<file path="config.mk">
export PLATFORM = sky130hd
export DESIGN_NAME = imm_extend_stage_flat
export DESIGN_NICKNAME = d
export VERILOG_FILES = /design/src/rtl/imm_extend_stage_if.sv /design/src/rtl/imm_extend_stage.sv /design/src/flat_wrapper.sv
export SDC_FILE = /design/constraint.sdc
export NUM_CORES = 1
export LEC_CHECK = 0
export CELL_PAD_IN_SITES_DETAIL_PLACEMENT = 0
export CELL_PAD_IN_SITES_GLOBAL_PLACEMENT = 1
export CORE_UTILIZATION = 30
export DETAILED_ROUTE_END_ITERATION = 10
export PLACE_DENSITY = 0.77
export RECOVER_POWER = 25
export REMOVE_ABC_BUFFERS = 1
export SYNTH_ARGS = -nofsm -noshare
export SYNTH_HDL_FRONTEND = slang
export SYNTH_SLANG_ARGS = --single-unit
</file>
<file path="constraint.sdc">
create_clock -name Clk -period 1.99 [get_ports Clk]
set_input_delay 0.398 -clock Clk [delete_from_list [all_inputs] [get_ports Clk]]
set_output_delay 0.398 -clock Clk [all_outputs]
set_load 0.02 [all_outputs]
</file>
<file path="src/rtl/imm_extend_stage_if.sv">
// imm_extend_stage_if: upstream and downstream valid/ready buses of the immediate stage.
interface imm_extend_stage_if;
    logic        in_valid;
    logic        in_ready;
    logic [31:0] in_instr;
    logic [31:0] in_pc4;
    logic        out_valid;
    logic        out_ready;
    logic [31:0] out_imm;
    logic [31:0] out_target;
    logic [1:0]  out_ext_mode;
    logic [31:0] out_instr;
    modport master (output in_valid, in_instr, in_pc4, out_ready,
                    input in_ready, out_valid, out_imm, out_target, out_ext_mode, out_instr);
    modport slave (input in_valid, in_instr, in_pc4, out_ready,
                   output in_ready, out_valid, out_imm, out_target, out_ext_mode, out_instr);
endinterface

</file>
<file path="src/rtl/imm_extend_stage.sv">
// imm_extend_stage: registered immediate extension and branch target behind valid/ready handshakes.
// Define IMM_SKID_BUFFER_EN to add a skid entry so in_ready no longer depends on out_ready.
module imm_extend_stage #(
    parameter int BRANCH_SHIFT = 2,
    parameter bit ZEXT_LOGIC = 1'b1
) (
    input logic Clk,
    input logic Rst_n,
    input logic flush,
    imm_extend_stage_if.slave io
);
    typedef struct packed {
        logic [31:0] instr;
        logic [31:0] imm;
        logic [31:0] target;
        logic [1:0]  mode;
    } entry_t;
    typedef enum logic [1:0] {EMPTY, ONE, FULL} state_t;
    state_t state, state_nxt;
    entry_t in_e, out_q;
    logic accept, load_out, zext, lui;
    logic [5:0] opc;
    logic [15:0] imm16;
    logic [31:0] sext;
`ifdef IMM_SKID_BUFFER_EN
    entry_t skid_q;
    logic load_skid, pop_skid;
    assign io.in_ready = state != FULL;
    always_ff @(posedge Clk or negedge Rst_n)
        if (!Rst_n) skid_q <= '0;
        else if (load_skid) skid_q <= in_e;
`else
    assign io.in_ready = state == EMPTY || io.out_ready;
`endif
    assign accept = io.in_valid && io.in_ready;
    always_comb begin
        opc = io.in_instr[31:26];
        imm16 = io.in_instr[15:0];
        zext = ZEXT_LOGIC && (opc == 6'h0C || opc == 6'h0D || opc == 6'h0E);
        lui = opc == 6'h0F;
        sext = {{16{imm16[15]}}, imm16};
        in_e.instr = io.in_instr;
        in_e.imm = lui ? {imm16, 16'h0} : zext ? {16'h0, imm16} : sext;
        in_e.mode = lui ? 2'b10 : zext ? 2'b01 : 2'b00;
        in_e.target = io.in_pc4 + (sext << BRANCH_SHIFT);
    end
    // Flush wins over everything: no load happens on a flush edge.
    always_comb begin
        state_nxt = state;
        load_out = 1'b0;
`ifdef IMM_SKID_BUFFER_EN
        load_skid = 1'b0;
        pop_skid = 1'b0;
`endif
        if (flush) state_nxt = EMPTY;
        else case (state)
            EMPTY: if (accept) begin
                state_nxt = ONE;
                load_out = 1'b1;
            end
            ONE: begin
`ifdef IMM_SKID_BUFFER_EN
                if (accept && !io.out_ready) begin
                    state_nxt = FULL;
                    load_skid = 1'b1;
                end else
`endif
                if (accept) load_out = 1'b1;
                else if (io.out_ready) state_nxt = EMPTY;
            end
`ifdef IMM_SKID_BUFFER_EN
            FULL: if (io.out_ready) begin
                state_nxt = ONE;
                pop_skid = 1'b1;
            end
`endif
            default: state_nxt = EMPTY;
        endcase
    end
    always_ff @(posedge Clk or negedge Rst_n)
        if (!Rst_n) state <= EMPTY;
        else state <= state_nxt;
    always_ff @(posedge Clk or negedge Rst_n)
        if (!Rst_n) out_q <= '0;
        else if (load_out) out_q <= in_e;
`ifdef IMM_SKID_BUFFER_EN
        else if (pop_skid) out_q <= skid_q;
`endif
    assign io.out_valid = state != EMPTY;
    assign io.out_imm = out_q.imm;
    assign io.out_target = out_q.target;
    assign io.out_ext_mode = out_q.mode;
    assign io.out_instr = out_q.instr;
endmodule

</file>
<file path="src/flat_wrapper.sv">
// flat-port wrapper written by rule: the top's interface ports become plain ports
module imm_extend_stage_flat 
#(
    parameter int BRANCH_SHIFT = 2,
    parameter bit ZEXT_LOGIC = 1'b1
)
  (Clk, Rst_n, flush, io_in_valid, io_in_instr, io_in_pc4, io_out_ready, io_in_ready, io_out_valid, io_out_imm, io_out_target, io_out_ext_mode, io_out_instr);
  imm_extend_stage_if io_i ();
  input logic Clk;
  input logic Rst_n;
  input logic flush;
  input wire logic [$bits(io_i.in_valid)-1:0] io_in_valid;
  input wire logic [$bits(io_i.in_instr)-1:0] io_in_instr;
  input wire logic [$bits(io_i.in_pc4)-1:0] io_in_pc4;
  input wire logic [$bits(io_i.out_ready)-1:0] io_out_ready;
  output wire logic [$bits(io_i.in_ready)-1:0] io_in_ready;
  output wire logic [$bits(io_i.out_valid)-1:0] io_out_valid;
  output wire logic [$bits(io_i.out_imm)-1:0] io_out_imm;
  output wire logic [$bits(io_i.out_target)-1:0] io_out_target;
  output wire logic [$bits(io_i.out_ext_mode)-1:0] io_out_ext_mode;
  output wire logic [$bits(io_i.out_instr)-1:0] io_out_instr;
  assign io_i.in_valid = io_in_valid;
  assign io_i.in_instr = io_in_instr;
  assign io_i.in_pc4 = io_in_pc4;
  assign io_i.out_ready = io_out_ready;
  assign io_in_ready = io_i.in_ready;
  assign io_out_valid = io_i.out_valid;
  assign io_out_imm = io_i.out_imm;
  assign io_out_target = io_i.out_target;
  assign io_out_ext_mode = io_i.out_ext_mode;
  assign io_out_instr = io_i.out_instr;
  imm_extend_stage #(.BRANCH_SHIFT(BRANCH_SHIFT), .ZEXT_LOGIC(ZEXT_LOGIC)) u_core (.Clk(Clk), .Rst_n(Rst_n), .flush(flush), .io(io_i));
endmodule
</file>
==> results of run 1 <==
## worst min-delay path: stages
cell,delay [ns]
buf_8,0.08
ha_4,0.11
nand2_1,0.04
nand2_1,0.05
## cell type report
cell class,instances,area (um2)
repair buffers,324,2900
fillers,1534,8010
well taps,225,282
flip-flops and latches,99,2480
inverters,16,60.1
clock buffers,9,225
clock inverters,4,31.3
multi-input cells,461,3240
## registers in the layout (all words and copies together) (netlist names)
| register | count |
|---|---|
| u_core.io.out_imm | 32 |
| u_core.io.out_instr | 32 |
| u_core.io.out_target | 32 |
| u_core.io.out_ext_mode | 2 |
| u_core.state | 1 |
## power by group through the flow
stage	Combinational, mW	Clock (mW)	Sequential, mW
3_5_place_dp	2.61	0	2.60
3_3_place_gp	2.58	0	2.60
5_1_grt	3.13	1.71	2.61
4_1_cts	2.86	1.64	2.57
6_report	2.91	1.59	2.57
2_1_floorplan	0.747	0	2.99
## worst min-delay path by stage
stage                         from                         to  slack, ns  cells past startpoint
floorplan                    Rst_n  u_core.io.out_ext_mode[0]       0.10                      0
global placement             Rst_n   u_core.io.out_target[25]       0.29                      1
detailed placement           Rst_n   u_core.io.out_target[25]       0.29                      1
CTS                   io_in_pc4[2]    u_core.io.out_target[2]       0.34                      4
global route        io_in_instr[0]    u_core.io.out_target[2]       0.37                      4
finish              io_in_instr[0]    u_core.io.out_target[2]       0.36                      4
## layer usage
layer / GRT usage / share of wire / vias up / wire length [um]
met5: 0 / 0 / - / 0
met4: 0.0774 / 0.024 / 0 / 436
met3: 0.0267 / 0.041 / 30 / 757
met2: 0.356 / 0.48 / 155 / 8880
met1: 0.269 / 0.45 / 2641 / 8400
li1: - / - / 2716 / -
## kinds of logic after synthesis
| kind of cell | after synthesis | share of synthesized area |
|---|---|---|
| compound gates | 157 | 0.189 |
| buf+inv | 47 | 0.0337 |
| flops | 99 | 0.469 |
| simple gates | 251 | 0.197 |
| fa+ha+maj | 30 | 0.0725 |
| xor+xnor | 22 | 0.0365 |
| mux | 1 | 0.00190 |
## per-stage QoR
step	hold WS [ns]	power [mW]	setup WS (ns)
final	0.359	7.07	-0.412
after global placement	0.289	5.18	-1.32
after detailed placement	0.294	5.21	-1.34
after global routing	0.374	7.46	-0.468
after floorplan	0.102	3.74	-2.49
after CTS	0.345	7.07	-0.524
## repair_timing
item,CTS,global route
hold endpoints to repair,12,0
gates cloned,0,0
pin swaps,60,39
resized for setup,203,30
endpoints found under the setup margin,25,21
hold buffers,1,0
setup buffers,22,6
## cell usage after synthesis, types with 2 or more instances
| library cell | number |
|---|---|
| xnor2_1 | 12 |
| a31o_2 | 2 |
| a21o_1 | 7 |
| nor2_1 | 18 |
| or4_1 | 3 |
| nand2_1 | 186 |
| o211ai_1 | 25 |
| clkbuf_1 | 26 |
| xor2_1 | 10 |
| a221oi_1 | 3 |
| dfrtp_1 | 99 |
| o21ai_0 | 59 |
| buf_1 | 4 |
| a31oi_1 | 3 |
| nand4_1 | 10 |
| nand3_1 | 17 |
| and3_1 | 6 |
| nor3_1 | 3 |
| o21bai_1 | 4 |
| o21a_1 | 6 |
| a21oi_1 | 29 |
| a211oi_1 | 4 |
| ha_1 | 29 |
| or2_2 | 2 |
| inv_1 | 16 |
| a221o_1 | 2 |
==> key figures, run 1 <==
Synth
  • Top cells by area, synth: dfrtp_1, nand2_1, ha_1
  • Syn avg cell area: between 8 and 9 um2
  • Synthesized flop and latch total: 99
  • Mapped Cells: 607
  • Cell Area, Synth: 0.00528 mm2
  • Dominant cell type by area after synthesis: dfrtp_1
  • Post-synth EDFFs: 0
  • Yosys top cell area share: 0.469
  • Yosys warns: 0
  • Netlist cell types: 48
  • Share of flip-flops with an asynchronous set or reset: 1.00
  • Predominant post-synthesis flop cell: dfrtp_1
  • Post-synthesis sequential area ratio: 0.469

Pwr
  • Sw frac: 0.342
  • Clk network pwr share: 0.225
  • PwrDens: 767 mW/mm2
  • Peak supply drop: 430 uV
  • Sequential share of power: 0.363
  • Psw: around 2.4 mW
  • Int Pwr: 4.66 mW
  • Comb power frac: 0.412
  • Leak: between 4 and 5 nW

Global routing
  • Initial antenna violation count: 0
  • GRT Total Usage: 0.209
  • Global-route wire length before repair: 29400 um
  • Largest net degree at the start of global routing: 46
  • Total grt overflow: 0
  • Vias in the first global route: 5763

Die
  • Row count: 48
  • Core area: 0.0172 mm2
  • Die Width: 135 um
  • I/O pin count: 169
  • Initial Utilization: 0.306
  • Die Area: 0.0181 mm2
  • Die H: ~130 um

Critical path
  • CP max stage cell: or4_1
  • Crit path buffers/inverters: 2
  • Worst path depth: 11
  • Cell depth of the worst flop-to-flop path: 6
  • Crit path capture type: register
  • Crit-path cells: buf_8 -> ha_4 -> inv_2 -> fa_2 -> and2b_1 -> o2111ai_2 -> a31o_1 -> a211o_1 -> o2111a_1 -> or4_1 -> nand3_1
  • Worst setup path endpoint: u_core.io.out_target[28]
  • Reg2reg end: u_core.io.out_imm[11]
  • Crit-path leading delay family: compound AO/OA/AOI/OAI gates
  • Maximum net fanout on the critical path: 2
  • Critical Path Start Type: input pin
  • Worst Path Required: roughly 2.3 ns
  • Worst R2R Setup Slack: between 0.2 and 0.25 ns
  • R2r startpoint: u_core.state[0]
  • CP max stage delay: 0.39 ns
  • Critical Path AT: 2.68 ns
  • Setup crit start: io_in_pc4[2]
  • CP Class: input pin to register

Status
  • Status: finished with violations
  • Failing checks: negative setup slack

Cells and area
  • Layout cells sized above 1: 0.288
  • Final core occ: 0.535
  • Final cell count without fillers: approximately 1100
  • Commonest non-fill, non-tap cell in the layout: nand2_1
  • Post-Layout Inst Area: 0.00922 mm2
  • Layout area overhead: 74.7%
  • Nets: 1010
  • Diode count: 0
  • Most frequent cells in the layout: nand2_1, buf_4, clkdlybuf4s50_1

STA
  • Setup TNS: -2.39 ns
  • Clk_skew: about 0.0051 ns
  • Tcrit/Tclk final: 1.21
  • Achievable clock frequency: about 420 MHz
  • Final Critical Period: 2.40 ns
  • Fin worst setup slack: -0.412 ns
  • Worst-Margin Slew: 1.02 ns
  • Hold Fails Final Rpt: 0
  • Final setup fails: 15
  • Slew Viols, Final: 0
  • Relative slew margins: 0.317
  • RSZ-0062 raised after global routing: true

Clock network
  • Clk_lat worst skew: 0.34 ns
  • H-tree Lvls: 3
  • CTS root buf: clkbuf_16
  • CTS tree: yes
  • Max clock buf depth: 2
  • Num CTS Buffers: 9
  • CTS Sinks: 99
  • Worst-path clk slew: 0.07 ns

Drt
  • Vias: about 5500
  • DR iter-0 viols: 210
  • DR WL/cell: between 15 and 20 um
  • Post-route ant nets: 0
  • # DRC: 0
  • Vias/cell: slightly below 5
  • DR pass1 iterations: 4
  • DRT Wirelength: between 15000 and 20000 um

Placement
  • Inst Count DP: 1101
  • DP Area: 0.00818 mm2
  • Routability cong.: 0.852
  • DPL Wire Length: 13500 um
  • Number of port buffers: around 170

Run
  • Number of max-cap violations: 0

Worst hold path
  • Worst Hold Class: input pin to register
(Power assumes the default switching activity.)
==> run 2: changes to the inputs <==
--- a/config.mk
+++ b/config.mk
@@ -15,3 +15,4 @@
 export SYNTH_ARGS = -nofsm -noshare
 export SYNTH_HDL_FRONTEND = slang
 export SYNTH_SLANG_ARGS = --single-unit
+export TNS_END_PERCENT = 5
==> constraint.sdc (replaced) <==
create_clock -name Clk -period 1.99 [get_ports Clk]
set_input_delay 0.597 -clock Clk [delete_from_list [all_inputs] [get_ports Clk]]
set_output_delay 0.597 -clock Clk [all_outputs]
set_load 0.02 [all_outputs]
==> key figures, run 2 (synthesis results as in run 1) <==
Status
  • Status: finished with violations
  • Failing checks: negative setup slack

Global routing
  • Global-route wire length before repair: 28300 um (-3.6%)
  • Vias in the first global route: 5527 (-4.1%)
  • Initial antenna violation count: 0 (unchanged)
  • Met2 Usage GRT: 0.345 (-0.0112)
  • GR Util met3: 0.0308 (+0.00413)
  • GR Util met1: 0.262 (-0.00745)
  • GRT Total Usage: 0.203 (-0.00522)
  • Total grt overflow: 0 (unchanged)
  • GR peak layer: met2
  • Largest net degree at the start of global routing: 48 (+4.3%)

STA
  • Tcrit/Tclk final: 1.31 (+0.105)
  • Slew Viols, Final: 0 (unchanged)
  • Worst-Margin Slew: 0.883 ns (-0.142 ns)
  • Fin worst setup slack: -0.621 ns (-0.209 ns)
  • Clk_skew: 0.00348 ns (-0.00166 ns)
  • Final setup fails: 22 (+7)
  • Setup TNS: -7.68 ns (-5.29 ns)
  • Achievable clock frequency: 383 MHz (-8.0%)
  • Final Critical Period: 2.61 ns (+0.209 ns)
  • Relative slew margins: 0.412 (+0.0945)
  • Hold Fails Final Rpt: 0 (unchanged)
  • RSZ-0062 raised after global routing: true

Placement
  • Routability cong.: 0.823 (-3.3%)
  • Number of port buffers: 168 (unchanged)
  • DPL Wire Length: 13800 um (+2.0%)

Critical path
  • CP Class: input pin to register
  • Crit path buffers/inverters: 2 (unchanged)
  • Maximum net fanout on the critical path: 2 (unchanged)
  • Crit-path cells: buf_8 -> ha_4 -> inv_2 -> fa_2 -> and2b_1 -> o2111ai_2 -> a31o_1 -> a211o_1 -> o2111a_1 -> or4_1 -> nand3_1
  • Worst Path Required: 2.28 ns (+0.02 ns)
  • Critical Path AT: 2.90 ns (+0.22 ns)
  • CP max stage delay: 0.39 ns (about the same)
  • CP max stage cell: or4_1
  • Crit-path leading delay family: compound AO/OA/AOI/OAI gates
  • Crit path capture type: register
  • Critical Path Start Type: input pin

Die
  • Initial Utilization: 0.306 (unchanged)
  • Die Area: 0.0181 mm2 (unchanged)
  • I/O pin count: 169 (unchanged)
  • Die H: 135 um (unchanged)
  • Die Width: 135 um (unchanged)
  • Row count: 48 (unchanged)
  • Core area: 0.0172 mm2 (unchanged)

Clock network
  • CTS tree: yes
  • Num CTS Buffers: 9 (unchanged)
  • CTS Sinks: 99 (unchanged)
  • Hold-fix buffers, CTS: 0 (-1)
  • CTS root buf: clkbuf_16
  • H-tree Lvls: 3 (unchanged)
  • Worst-path clk slew: 0.07 ns (about the same)
  • Clk_lat worst skew: 0.35 ns (about the same)
  • Max clock buf depth: 2 (unchanged)

Drt
  • Post-route ant nets: 0 (unchanged)
  • DR iter-0 viols: 266 (+27%)
  • DRT Wirelength: 18100 um (-1.8%)
  • DR pass1 iterations: 4 (unchanged)
  • Vias/cell: 4.90 (+0.64%)
  • Vias: 5538 (-0.072%)
  • # DRC: 0 (unchanged)
  • DR WL/cell: 16.0 um (-1.1%)

Cells and area
  • Layout cells sized above 1: 0.242 (-0.0461)
  • Most frequent cells in the layout: nand2_1, buf_4, clkdlybuf4s50_1
  • Commonest non-fill, non-tap cell in the layout: nand2_1
  • Nets: 1001 (-0.89%)
  • Layout area overhead: 70.5%
  • Diode count: 0 (unchanged)

Pwr
  • Total power: 7.12 mW (+0.58%)
  • Peak supply drop: 543 uV (+26%)
  • PwrDens: 791 mW/mm2 (+3.1%)
  • Leak: 4.23 nW (+1.0%)

Run
  • Number of max-cap violations: 0 (unchanged)

Worst hold path
  • Worst Hold Class: input pin to asynchronous set/reset pin
==> run 2: cell count changes in the layout (fill, tap and decap cells not counted), sizes merged, moves of 2 or more <==
| cell | change |
|---|---|
| buf | -20 |
| dlygate4sd2 | +8 |
| dlymetal6s2s | +8 |
| clkdlybuf4s15 | -5 |
| clkbuf | +2 |
| clkinvlp | -2 |
==> run 2: final cells by class <==
cell class                 count  area, um2
fill                        1576       8240
multi-input combinational    461       3000
timing repair buffer         315       2890
sequential                    99       2480
tap                          225        282
clock buffer                  10        239
inverter                      16       60.1
clock inverter                 4       51.3
==> run 2: per-stage QoR <==
step,cell area [um2],setup slack (ns),instances,hold slack [ns],util
global placement,8290,-1.53,1109,0.459,0.481
finish,9000,-0.621,1130,0.349,0.522
global route,9000,-0.717,1130,0.410,0.522
CTS,8860,-0.659,1127,0.203,0.514
floorplan,5160,-2.53,576,0.301,-
detailed placement,8290,-1.55,1109,0.461,0.481
==> run 2: what timing repair did <==
| item | 4_1_cts | 5_1_grt |
|---|---|---|
| cloned | 0 | 0 |
| pin swaps | 28 | 8 |
| buffers inserted | 4 | 3 |
| resized for setup | 94 | 48 |
| endpoints found under the setup margin | 32 | 53 |
==> run 2: routing by layer <==
metal  up-vias  share of wire
met1      2646           0.44
met4         0          0.019
met5         -              0
li1       2699              -
met2       169           0.49
met3        24          0.051
==> run 2: path summary, 6_finish.rpt <==
check,startpoint,to,slack [ns],cells after the start
setup / recovery,io_in_instr[0],u_core.io.out_target[28],-0.62,11
hold / removal,Rst_n,u_core.io.out_target[25],0.35,1
setup reg to reg,u_core.state[0],u_core.io.out_target[31],0.22,7
hold reg to reg,u_core.io.out_instr[7],u_core.io.out_instr[7],0.47,2
max in group asynchronous,Rst_n,u_core.io.out_imm[31],0.43,2
min in group Clk,u_core.io.out_instr[7],u_core.io.out_instr[7],0.47,2
==> run 2: report_power, final <==
group | switching (mW) | leakage [nW] | internal (mW)
combinational | 1.38 | 2.86 | 1.39
clock | 0.770 | 0.141 | 0.998
sequential | 0.221 | 1.23 | 2.35
